<file path="config.mk">
export PLATFORM = sky130hd
export DESIGN_NAME = ppi_bus_controller
export DESIGN_NICKNAME = d
export VERILOG_FILES = /design/src/rtl/ppi_pkg.sv /design/src/rtl/ppi_sync.sv /design/src/rtl/ppi_bus_controller.sv
export SDC_FILE = /design/constraint.sdc
export NUM_CORES = 1
export LEC_CHECK = 0
export ABC_CLOCK_PERIOD_IN_PS = 1600
export BUFFER_PORTS_ARGS = -buffer_cell sky130_fd_sc_hd__buf_2
export CORE_ASPECT_RATIO = 0.6
export CORE_UTILIZATION = 40
export CTS_BUF_LIST = sky130_fd_sc_hd__clkbuf_16
export CTS_CLUSTER_DIAMETER = 50
export DETAILED_ROUTE_END_ITERATION = 6
export GPL_TIMING_DRIVEN = 1
export PLACE_DENSITY = 0.69
export RECOVER_POWER = 100
export SLEW_MARGIN = 25
export SYNTH_ARGS = -nofsm -noshare
export SYNTH_HDL_FRONTEND = slang
export SYNTH_SLANG_ARGS = --single-unit
</file>
<file path="constraint.sdc">
create_clock -name clk -period 1.6 [get_ports clk]
set_input_delay 0.32 -clock clk [delete_from_list [all_inputs] [get_ports clk]]
set_output_delay 0.32 -clock clk [all_outputs]
set_load 0.02 [all_outputs]
</file>
<file path="src/rtl/ppi_pkg.sv">
// Shared constants for the 8255-style PPI bus controller: address codes,
// FSM encodings, control-word field positions and the port read mux.
package ppi_pkg;

  typedef logic [1:0] ppi_state_t;

  localparam logic [1:0] ADDR_PA   = 2'b00;
  localparam logic [1:0] ADDR_PB   = 2'b01;
  localparam logic [1:0] ADDR_PC   = 2'b10;
  localparam logic [1:0] ADDR_CTRL = 2'b11;

  localparam ppi_state_t ST_IDLE   = 2'd0;
  localparam ppi_state_t ST_READ   = 2'd1;
  localparam ppi_state_t ST_WRITE  = 2'd2;
  localparam ppi_state_t ST_COMMIT = 2'd3;

  // Mode 0, ports A/B/C all inputs
  localparam logic [7:0] CTRL_RESET_DEFAULT = 8'h9B;

  localparam int MODE_SET_BIT = 7;
  localparam int BSR_BIT_MSB  = 3;
  localparam int BSR_BIT_LSB  = 1;
  localparam int BSR_VAL_BIT  = 0;

  // The control register is write-only, so its address reads back as zero.
  function automatic logic [7:0] read_mux(input logic [1:0] addr,
                                          input logic [7:0] pa,
                                          input logic [7:0] pb,
                                          input logic [7:0] pc);
    logic [7:0] r;
    r = 8'h00;
    case (addr)
      ADDR_PA: r = pa;
      ADDR_PB: r = pb;
      ADDR_PC: r = pc;
      default: r = 8'h00;
    endcase
    return r;
  endfunction

endpackage

</file>
<file path="src/rtl/ppi_sync.sv">
// Single-bit synchronizer: STAGES flops in series, async active-low reset
// to RESET_VAL (1 for the idle-high CPU strobes).
module ppi_sync #(
  parameter int   STAGES    = 2,
  parameter logic RESET_VAL = 1'b1
) (
  input  logic clk,
  input  logic reset_n,
  input  logic d,
  output logic q
);

  logic [STAGES-1:0] chain_reg;

  always_ff @(posedge clk or negedge reset_n) begin
    if (!reset_n) begin
      chain_reg <= {STAGES{RESET_VAL}};
    end else begin
      chain_reg <= {chain_reg[STAGES-2:0], d};
    end
  end

  assign q = chain_reg[STAGES-1];

endmodule

</file>
<file path="src/rtl/ppi_bus_controller.sv">
// Read/write sequencer for the 8255-style PPI. SYNC_STAGES must be 2..3.
// Define PPI_BSR_EN to enable port C bit set/reset commands on control writes.
module ppi_bus_controller
  import ppi_pkg::*;
#(
  parameter int         SYNC_STAGES = 2,
  parameter logic [7:0] CTRL_RESET  = CTRL_RESET_DEFAULT
) (
  input  logic       clk,
  input  logic       reset_n,
  input  logic       cs_n,
  input  logic       rd_n,
  input  logic       wr_n,
  input  logic [1:0] a,
  input  logic [7:0] din,
  input  logic [7:0] pa_in,
  input  logic [7:0] pb_in,
  input  logic [7:0] pc_in,
  output logic       bus_drive,
  output logic [7:0] dout,
  output logic [7:0] wr_data,
  output logic       pa_wr,
  output logic       pb_wr,
  output logic       pc_wr,
  output logic [7:0] ctrl_word,
  output logic       bsr_valid,
  output logic [2:0] bsr_bit,
  output logic       bsr_val
);

  logic       s_cs, s_rd, s_wr;
  logic [1:0] s_a;

  ppi_sync #(.STAGES(SYNC_STAGES), .RESET_VAL(1'b1)) u_sync_cs (
    .clk(clk), .reset_n(reset_n), .d(cs_n), .q(s_cs));
  ppi_sync #(.STAGES(SYNC_STAGES), .RESET_VAL(1'b1)) u_sync_rd (
    .clk(clk), .reset_n(reset_n), .d(rd_n), .q(s_rd));
  ppi_sync #(.STAGES(SYNC_STAGES), .RESET_VAL(1'b1)) u_sync_wr (
    .clk(clk), .reset_n(reset_n), .d(wr_n), .q(s_wr));

  // Address resets to 00 so the synced copy matches the idle bus.
  genvar gi;
  generate
    for (gi = 0; gi < 2; gi++) begin : g_sync_a
      ppi_sync #(.STAGES(SYNC_STAGES), .RESET_VAL(1'b0)) u_sync_a (
        .clk(clk), .reset_n(reset_n), .d(a[gi]), .q(s_a[gi]));
    end
  endgenerate

  ppi_state_t state_reg, state_next;
  logic [1:0] addr_reg;
  logic [7:0] dout_reg, wr_data_reg, ctrl_word_reg;
  logic       bus_drive_reg, pa_wr_reg, pb_wr_reg, pc_wr_reg;
  logic       commit_ctrl;

  // Simultaneous rd/wr never leaves IDLE, so the buffer is never turned on.
  always_comb begin
    state_next = state_reg;
    case (state_reg)
      ST_IDLE: begin
        if (!s_cs && !s_rd && s_wr)      state_next = ST_READ;
        else if (!s_cs && !s_wr && s_rd) state_next = ST_WRITE;
      end
      ST_READ:   if (s_rd || s_cs) state_next = ST_IDLE;
      ST_WRITE: begin
        if (s_cs)      state_next = ST_IDLE;
        else if (s_wr) state_next = ST_COMMIT;
      end
      default:   state_next = ST_IDLE;
    endcase
  end

  assign commit_ctrl = (state_reg == ST_COMMIT) && (addr_reg == ADDR_CTRL);

  always_ff @(posedge clk or negedge reset_n) begin
    if (!reset_n) begin
      state_reg     <= ST_IDLE;
      addr_reg      <= ADDR_PA;
      dout_reg      <= 8'h00;
      wr_data_reg   <= 8'h00;
      ctrl_word_reg <= CTRL_RESET;
      bus_drive_reg <= 1'b0;
      pa_wr_reg     <= 1'b0;
      pb_wr_reg     <= 1'b0;
      pc_wr_reg     <= 1'b0;
    end else begin
      state_reg     <= state_next;
      bus_drive_reg <= (state_next == ST_READ);
      if (state_reg == ST_IDLE && state_next == ST_WRITE) addr_reg <= s_a;
      if (state_reg == ST_READ) dout_reg <= read_mux(s_a, pa_in, pb_in, pc_in);
      if (state_reg == ST_WRITE) wr_data_reg <= din;
      pa_wr_reg <= (state_reg == ST_COMMIT) && (addr_reg == ADDR_PA);
      pb_wr_reg <= (state_reg == ST_COMMIT) && (addr_reg == ADDR_PB);
      pc_wr_reg <= (state_reg == ST_COMMIT) && (addr_reg == ADDR_PC);
      if (commit_ctrl && wr_data_reg[MODE_SET_BIT]) ctrl_word_reg <= wr_data_reg;
    end
  end

`ifdef PPI_BSR_EN
  logic       bsr_valid_reg, bsr_val_reg;
  logic [2:0] bsr_bit_reg;

  always_ff @(posedge clk or negedge reset_n) begin
    if (!reset_n) begin
      bsr_valid_reg <= 1'b0;
      bsr_bit_reg   <= 3'd0;
      bsr_val_reg   <= 1'b0;
    end else begin
      bsr_valid_reg <= commit_ctrl && !wr_data_reg[MODE_SET_BIT];
      if (commit_ctrl && !wr_data_reg[MODE_SET_BIT]) begin
        bsr_bit_reg <= wr_data_reg[BSR_BIT_MSB:BSR_BIT_LSB];
        bsr_val_reg <= wr_data_reg[BSR_VAL_BIT];
      end
    end
  end

  assign bsr_valid = bsr_valid_reg;
  assign bsr_bit   = bsr_bit_reg;
  assign bsr_val   = bsr_val_reg;
`else
  assign bsr_valid = 1'b0;
  assign bsr_bit   = 3'd0;
  assign bsr_val   = 1'b0;
`endif

  assign bus_drive = bus_drive_reg;
  assign dout      = dout_reg;
  assign wr_data   = wr_data_reg;
  assign pa_wr     = pa_wr_reg;
  assign pb_wr     = pb_wr_reg;
  assign pc_wr     = pc_wr_reg;
  assign ctrl_word = ctrl_word_reg;

endmodule
</file>
==> results of run 1 <==
==> per-stage QoR <==
step	setup slack [ps]	instances
after floorplan	344.8	132
after global placement	266.4	249
after detailed placement	206.1	249
after CTS	194.8	257
after global routing	99.69	257
final	197.6	257
==> layer usage <==
metal	wire length (µm)	GRT usage, %
met5	0	0
met4	31	4.167
met3	167	6.772
met2	1635	26.46
met1	1523	20.85
==> cell families after synthesis <==
| kind of cell | count (synthesis) | synth area share [%] |
|---|---|---|
| AOI/OAI and AO/OA | 9 | 3.370 |
| buffers and inverters | 10 | 4.908 |
| DFF | 42 | 62.34 |
| muxes | 25 | 15.90 |
| other | 1 | 0.2196 |
| and+or+nand+nor | 41 | 13.26 |
==> power groups by stage <==
stage	clock (mW)	sequential (mW)	combinational, mW
global route	1.02	1.42	0.694
floorplan	0	1.59	0.249
detailed placement	0	1.41	0.698
finish	0.946	1.39	0.644
CTS	0.969	1.39	0.701
global placement	0	1.40	0.675
==> worst min-delay path by stage <==
stage | start | endpoint | cells past startpoint
4_1_cts | reset_n | ctrl_word[2] | 1
2_1_floorplan | reset_n | addr_reg[0] | 0
5_1_grt | wr_n | u_sync_wr.chain_reg[0] | 1
6_report | reset_n | wr_data[0] | 1
3_3_place_gp | g_sync_a[1].u_sync_a.chain_reg[0] | g_sync_a[1].u_sync_a.chain_reg[1] | 0
3_5_place_dp | g_sync_a[0].u_sync_a.chain_reg[0] | g_sync_a[0].u_sync_a.chain_reg[1] | 0
==> cell type report <==
class                      count  area [µm²]
clock buffer                   5       125.1
clock inverter                 3       16.27
fill                         348        1715
multi-input combinational     80       560.5
sequential                    42        1065
tap                           57       71.32
timing repair buffer          70       317.8
==> placed cells by master (no fill, tap or decap) <==
cell        instances
buf_2              37
dfrtp_1            31
clkbuf_1           30
mux2_2             17
nand2_1            11
nor2_1             10
dfstp_2            10
or2_2               9
mux2i_1             8
a31oi_1             8
conb_1              5
clkbuf_16           5
nand2b_1            2
nor3_1              2
nor2b_1             2
buf_4               2
nor4_2              1
o21bai_1            1
nor4_1              1
nor3b_1             1
nand3_1             1
nor2_4              1
clkinv_1            1
clkinv_2            1
clkinvlp_4          1
clkbuf_2            1
dfstp_1             1
==> results by group, run 1 <==
Critical path
  – Reg2reg end: addr_reg[1]
  – Worst Reg-to-Reg Cells: 3
  – Worst setup SP type: flip-flop
  – Buf/Inv on CP: 0
  – Endpoint type of the worst setup path: flip-flop
  – CP endpoint: addr_reg[1]
  – Critical path peak fanout: 6
  – Critical Path Stages: 3
  – Worst Path Required: 1760 ps
  – Crit Path Category: flip-flop to flip-flop
  – Critical-path cell list: nand2b_1 -> nor4_2 -> mux2_2
  – Delay-heaviest family, CP: simple AND/OR/NAND/NOR gates
  – Slowest CP cell: dfrtp_1
  – Crit. Startpoint: state_reg[1]
  – Crit-path max cell delay: 430 ps
  – R2r setup slk: 200 ps
  – Worst r2r src: state_reg[1]
  – CP arrival: 1560 ps

Synth
  – Syn avg cell area: 13.34 µm²
  – Most frequent cell after synthesis: dfrtp_1
  – Synth Flop Type: dfrtp_1
  – Register area share after synthesis: 62.34%
  – Post-synth EDFFs: 0
  – Post-Synthesis Cell Area: 1708 µm²
  – #FFs+latches synth: 42
  – Syn. warnings: 0
  – Area leader, netlist: dfrtp_1
  – Top cells by instance count after synthesis: 31 x dfrtp_1, 17 x mux2_2, 11 x dfstp_2, 11 x nand2_1, 10 x nor2_1
  – Fraction of registers with async set/reset: 100.0%
  – Post-synth top area share: 45.42%
  – Mapped Cells: 128
  – Post-synthesis cell type count: 22
  – Leading post-synthesis cells by cell area: dfrtp_1 45%, dfstp_2 17%, mux2_2 11%

Routing
  – TritonRoute pass-1 iters: 4
  – DRC: 0
  – Wirelength per Cell: 13.07 µm
  – Antenna Nets Post-Route: 0
  – DRT Wirelength: 3358 µm
  – Vias/cell: 4.591
  – Detailed Route Iter0 Violations: 46
  – Via count: 1,180

Global routing
  – GRT Util Overall: 16.47%
  – Pin count of the biggest net entering global routing: 31
  – Number of global-route vias before repair: 1,121
  – Gr ovfl total: 0
  – Global-route wire length before repair: 5409 µm
  – Initial antenna violation count: 0

Power
  – NetSw: 903.7 µW
  – P_leak: 0.9838 nW
  – Sw Share: 30.29%
  – Clock power frac: 31.7%
  – Total power draw: 2.984 mW
  – Logic gate share of total power: 21.6%
  – Power per Cell Area: 1384 nW/µm²
  – Power share of the sequential group: 46.7%
  – Maximum VDD drop: 0.7616 mV
  – Power Internal: 2.080 mW

Timing
  – Max Clock Skew: 3.043 ps
  – Setup violations, final: 0
  – Relative slew margins: 51.27%
  – Final-report hold violation count: 0
  – Post-route minimum period: 1402 ps
  – Setup TNS: 0 ps
  – Final Hold Slack: 92.36 ps
  – Fmax: 713.1 MHz
  – Unrepaired setup endpoints after global routing: no
  – Measured slew at the worst slew-check pin: 730.9 ps
  – Max-slew violations: 0
  – Tcrit/Tclk final: 87.65%

Placement
  – Placed Area: 2071 µm²
  – Dpl hpwl: 2571 µm
  – Routability Congestion: 0.7322
  – Port Buffers: 66

Floorplanning
  – # rows: 17
  – Core ar.: 3871 µm²
  – Starting Density: 44.12%
  – Die area: 4544 µm²
  – I/O pin count: 72
  – Die Wd: 86.36 µm
  – Die Height: 52.62 µm

Layout
  – Post-Route Utilization: 55.69%
  – Share of cells above drive strength 1: 42.50%
  – Final instance area: 2156 µm²
  – Antenna diodes: 0
  – Area growth syn-to-layout: 26.23%
  – Layout Nets: 238

Clocking
  – Hold_buf cts: 0
  – Clock-pin slew on the worst setup and hold paths: 60 ps
  – CTS sink cnt: 42
  – CTS tree: built
  – Max Buffers Root-to-Sink: 2
  – Worst skew pair latency: 280 ps
  – Post-CTS Resized: 0
  – H-tree depth: 2
  – CTS Root Cell: clkbuf_16
  – Num CTS Buffers: 5
  – Post CTS Setup Buffer Count: 0

Min path
  – Min-Delay Path Class: input port to async pin

Run
  – Max cap viols: 0

Outcome
  – Status: finished clean
(Power assumes the default switching activity.)
==> run 2: changes to the inputs <==
Settings changed: SYNTH_HIERARCHICAL set to 1, TNS_END_PERCENT set to 50.
==> run 2 against run 1 <==
  * First-iteration DRC count shrank 30%
  * Total power is 0.79% lower
  * Global-route usage down 1.6 points
  * Clock power is 2.3% lower
  * Critical path depth unchanged
  * Largest cell class unchanged
==> results by group, run 2 <==
Timing
  – Measured slew at the worst slew-check pin: 957.6 ps
  – Final Hold Slack: 138.7 ps
  – Post-route minimum period: 1398 ps
  – Final worst slack: 202.4 ps
  – Unrepaired setup endpoints after global routing: no
  – Max-slew violations: 0
  – Fmax: 715.5 MHz
  – Setup violations, final: 0
  – Relative slew margins: 36.16%
  – Setup TNS: 0 ps
  – Tcrit/Tclk final: 87.35%
  – Max Clock Skew: 3.877 ps
  – Final-report hold violation count: 0

Power
  – Maximum VDD drop: 0.5402 mV
  – Sw Share: 29.90%
  – Total power draw: 2.960 mW
  – NetSw: 885.1 µW
  – Logic gate share of total power: 21.6%
  – P_leak: 0.9916 nW
  – Power share of the sequential group: 47.2%
  – Clock power frac: 31.2%
  – Power Internal: 2.075 mW
  – Power per Cell Area: 1371 nW/µm²

Synth
  – Post-synth top area share: 45.42%
  – Syn. warnings: 6
  – Post-Synthesis Cell Area: 1708 µm²
  – Synth Area in Simple Gates: 13.26%
  – Post-synthesis cell type count: 22
  – Mapped Cells: 128
  – Mux contribution to synthesized area: 15.90%
  – Leading post-synthesis cells by cell area: dfrtp_1 45%, dfstp_2 17%, mux2_2 11%
  – Compound-cell area share of the yosys netlist: 3.370%
  – Syn avg cell area: 13.34 µm²
  – Largest family of logic cells by synthesized area: multiplexers
  – Adder-Cell Fraction of Synth Area: 0%
  – Post-synthesis xor/xnor area fraction: 0%
  – Register area share after synthesis: 62.34%
  – Top cells by instance count after synthesis: 31 x dfrtp_1, 17 x mux2_2, 11 x dfstp_2, 11 x nand2_1, 10 x nor2_1
  – Most frequent cell after synthesis: dfrtp_1
  – #FFs+latches synth: 42
  – Area leader, netlist: dfrtp_1
  – Synth Flop Type: dfrtp_1
  – Post-synth EDFFs: 0
  – Fraction of registers with async set/reset: 100.0%

Floorplanning
  – Die Wd: 86.36 µm
  – Starting Density: 44.12%
  – # rows: 17
  – Core ar.: 3871 µm²
  – Die Height: 52.62 µm
  – Die area: 4544 µm²
  – I/O pin count: 72

Layout
  – Cell Count, Final, Fillers Out: 256
  – Antenna diodes: 0
  – Most frequent cells in the layout: 38 x buf_2, 31 x dfrtp_1, 28 x clkbuf_1
  – Layout Nets: 237
  – Most common cell after layout, fill and taps aside: buf_2
  – Final instance area: 2158 µm²
  – Area growth syn-to-layout: 26.37%
  – Post-Route Utilization: 55.75%
  – Fill cells: 351
  – Share of cells above drive strength 1: 42.71%

Critical path
  – CP arrival: 1560 ps
  – Crit-path max cell delay: 450 ps
  – Critical-path cell list: nand3_1 -> nor2_4 -> mux2_2
  – Slowest CP cell: dfrtp_1
  – Worst r2r src: state_reg[0]
  – Critical path peak fanout: 8
  – Delay-heaviest family, CP: simple AND/OR/NAND/NOR gates
  – Crit. Startpoint: state_reg[0]
  – Worst setup SP type: flip-flop
  – Worst Path Required: 1760 ps
  – Buf/Inv on CP: 0
  – Endpoint type of the worst setup path: flip-flop
  – Crit Path Category: flip-flop to flip-flop

Global routing
  – Number of global-route vias before repair: 1,130
  – Global-route wire length before repair: 4988 µm
  – Pin count of the biggest net entering global routing: 43
  – Gr ovfl total: 0
  – GRT Util Overall: 14.84%
  – Initial antenna violation count: 0

Outcome
  – Status: finished clean

Placement
  – Placed cells: 248
  – Routability Congestion: 0.7382
  – Placed Area: 2063 µm²
  – Port Buffers: 66
  – Dpl ws: 179.1 ps

Routing
  – DRC: 0
  – Vias/cell: 4.566
  – Antenna Nets Post-Route: 0
  – DRT Wirelength: 3243 µm
  – Detailed Route Iter0 Violations: 32
  – TritonRoute pass-1 iters: 4
  – Via count: 1,169
  – Wirelength per Cell: 12.67 µm

Clocking
  – CTS sink cnt: 42
  – Post CTS Setup Buffer Count: 0
  – Clock-pin slew on the worst setup and hold paths: 60 ps
  – H-tree depth: 2
  – Hold_buf cts: 0
  – Worst skew pair latency: 280 ps
  – Max Buffers Root-to-Sink: 2
  – CTS tree: built
  – Post-CTS Resized: 0
  – CTS Root Cell: clkbuf_16
  – Num CTS Buffers: 5

Min path
  – Min-Delay Startpoint: cs_n
  – Min-Delay Path Class: input port to flip-flop

Run
  – Max cap viols: 0
## run 2: cell types whose count changed in the layout (fill, tap and decap cells not counted)
cell,before,now
nor4_2,1,0
clkbuf_1,30,28
nor4_4,0,1
buf_2,37,38
inv_1,0,1
clkinvlp_4,1,0
## run 2: cells by family after synthesis
family / after synthesis
compound gates: 9
buf+inv: 10
flops: 42
mux: 25
other cells: 1
simple gates: 41
## run 2: final cells by class
type	instances	area, µm²	share of cell area (%)
sequential	42	1065	49.33
clock inverter	3	12.51	0.5797
multi-input combinational	80	569.3	26.38
timing repair buffer	69	315.3	14.61
tap	57	71.32	3.304
clock buffer	5	125.1	5.797
## run 2: path summary, 6_finish.rpt
check | endpoint | slack (ps) | depth (start not counted)
setup / recovery | ctrl_word[6] | 200 | 3
hold / removal | u_sync_cs/chain_reg[0] | 140 | 1
setup reg to reg | ctrl_word[6] | 200 | 3
hold reg to reg | g_sync_a[1].u_sync_a/chain_reg[1] | 350 | 0
max in group asynchronous | pa_wr | 730 | 2
min in group asynchronous | dout[7] | 270 | 2
## run 2: power by group through the flow
stage                     logic, mW  clock network, mW  registers, mW
final                         0.638              0.924           1.40
after CTS                     0.691              0.949           1.40
after global routing          0.690              0.994           1.43
after detailed placement      0.689                  0           1.41
after floorplan               0.249                  0           1.59
after global placement        0.673                  0           1.40
## run 2: per-layer routing
metal | global-route usage [%] | share of wire [%] | vias to the layer above
met1 | 18.64 | 45 | 567
met3 | 5.354 | 4.8 | 0
met5 | 0 | 0 | -
li1 | - | - | 571
met2 | 24.87 | 50 | 31
met4 | 3.333 | 0 | 0
==> run 3: changes to the inputs <==
Settings changed: CORE_UTILIZATION 40 to 47, PLACE_DENSITY 0.69 to 0.79.
==> run 3 against run 2 <==
  * Combinational power hardly changed
  * Sequential share of layout area is 0.057 points higher
  * Total power is 2.4% higher
  * Die area is 14% lower
  * Wire length is 2.1% higher
  * Critical path depth stayed put
  * Final cell count is 4.7% lower
  * Critical path type unchanged
==> results by group, run 3 (synthesis results as in run 2) <==
Timing
  – Max Clock Skew: 4.836 ps
  – Unrepaired setup endpoints after global routing: no
  – Max-slew violations: 0
  – Final-report hold violation count: 0
  – Fmax: 715.7 MHz
  – Relative slew margins: 34.48%
  – Tcrit/Tclk final: 87.32%
  – Measured slew at the worst slew-check pin: 982.8 ps
  – Final Hold Slack: 129.8 ps
  – Post-route minimum period: 1397 ps
  – Setup violations, final: 0
  – Setup TNS: 0 ps

Layout
  – Multi-input gate area: 569.3 µm²
  – Most common cell after layout, fill and taps aside: buf_2
  – Storage element area: 1065 µm²
  – Area growth syn-to-layout: 26.23%
  – Most frequent cells in the layout: 38 x buf_2, 31 x dfrtp_1, 28 x clkbuf_1
  – Final instance area: 2156 µm²
  – Share of cells above drive strength 1: 43.72%
  – Layout Nets: 237
  – Antenna diodes: 0
  – Fill cells: 277

Power
  – Sw Share: 30.83%
  – Power share of the sequential group: 46.1%
  – Total power draw: 3.031 mW
  – Maximum VDD drop: 0.8836 mV
  – NetSw: 934.6 µW
  – Clock power frac: 32.8%
  – Power Internal: 2.097 mW
  – P_leak: 0.9896 nW
  – Logic gate share of total power: 21.1%
  – Power per Cell Area: 1406 nW/µm²

Routing
  – Antenna Nets Post-Route: 0
  – TritonRoute pass-1 iters: 4
  – Vias/cell: 4.828
  – DRT Wirelength: 3312 µm
  – DRC: 0
  – Detailed Route Iter0 Violations: 37
  – Via count: 1,178
  – Wirelength per Cell: 13.57 µm

Floorplanning
  – # rows: 16
  – Die area: 3887 µm²
  – Core ar.: 3363 µm²
  – Die Height: 48.70 µm
  – Die Wd: 79.82 µm
  – I/O pin count: 72
  – Starting Density: 50.78%

Critical path
  – Worst setup SP type: flip-flop
  – Critical path peak fanout: 8
  – Endpoint type of the worst setup path: flip-flop
  – Crit Path Category: flip-flop to flip-flop
  – Worst Path Required: 1770 ps
  – CP arrival: 1570 ps

Clocking
  – CTS Root Cell: clkbuf_16
  – Post CTS Setup Buffer Count: 0
  – Clock-pin slew on the worst setup and hold paths: 60 ps
  – Post-CTS Resized: 0
  – Num CTS Buffers: 5
  – Hold_buf cts: 0
  – CTS tree: built
  – Worst skew pair latency: 280 ps
  – CTS sink cnt: 42
  – H-tree depth: 2
  – Max Buffers Root-to-Sink: 2

Placement
  – Placed Area: 2048 µm²
  – Routability Congestion: 0.7491
  – Dpl hpwl: 2409 µm
  – Port Buffers: 66

Run
  – Max cap viols: 0

Global routing
  – Pin count of the biggest net entering global routing: 43
  – Initial antenna violation count: 0
  – GRT Util Overall: 19.59%
  – Global-route wire length before repair: 5644 µm
  – Number of global-route vias before repair: 1,240
  – Gr ovfl total: 0

Min path
  – Min-Delay Path Class: input port to flip-flop

Outcome
  – Status: finished clean
run 3: worst max-delay path, stage by stage, from the launching register on:
cell,delay (ps)
dfrtp_1,450
nand3_1,180
nor2_4,290
mux2_2,370
run 3: power groups by stage:
stage	clock (mW)	sequential, mW	combinational (mW)
6_report	0.994	1.40	0.639
5_1_grt	1.07	1.42	0.692
4_1_cts	1.01	1.40	0.692
3_5_place_dp	0	1.41	0.689
3_3_place_gp	0	1.40	0.669
2_1_floorplan	0	1.59	0.249
run 3: worst paths after layout:
| path | from | endpoint | slack (ps) | cells after the start |
|---|---|---|---|---|
| setup / recovery | state_reg[0] | ctrl_word[2] | 200 | 3 |
| hold / removal | wr_n | u_sync_wr/chain_reg[0] | 130 | 1 |
| setup reg to reg | state_reg[0] | ctrl_word[2] | 200 | 3 |
| hold reg to reg | u_sync_rd/chain_reg[0] | u_sync_rd/chain_reg[1] | 360 | 0 |
| max in group asynchronous | reset_n | dout[3] | 730 | 2 |
| min in group asynchronous | reset_n | pc_wr | 280 | 2 |
run 3: area by class of cell:
| class | count | share of cell area (%) |
|---|---|---|
| Tap cell | 45 | 2.612 |
| Clock inverter | 3 | 1.161 |
| Multi-Input combinational cell | 80 | 26.41 |
| Sequential cell | 42 | 49.39 |
| Clock buffer | 5 | 5.804 |
| Timing Repair Buffer | 69 | 14.63 |
run 3: routing by layer:
metal	vias to the layer above	GRT usage (%)	wire (µm)
li1	567	-	-
met3	8	5.283	150
met5	-	0	0
met2	32	33.76	1655
met1	571	23.36	1450
met4	0	7.738	56
run 3: stage by stage:
step | std cells | setup WS [ps] | util (%)
2_1_floorplan | 132 | 344.8 | -
3_3_place_gp | 236 | 281.1 | 60.90
3_5_place_dp | 236 | 217.0 | 60.90
4_1_cts | 244 | 175.7 | 65.36
5_1_grt | 244 | 113.0 | 64.10
6_report | 244 | 202.8 | 64.10
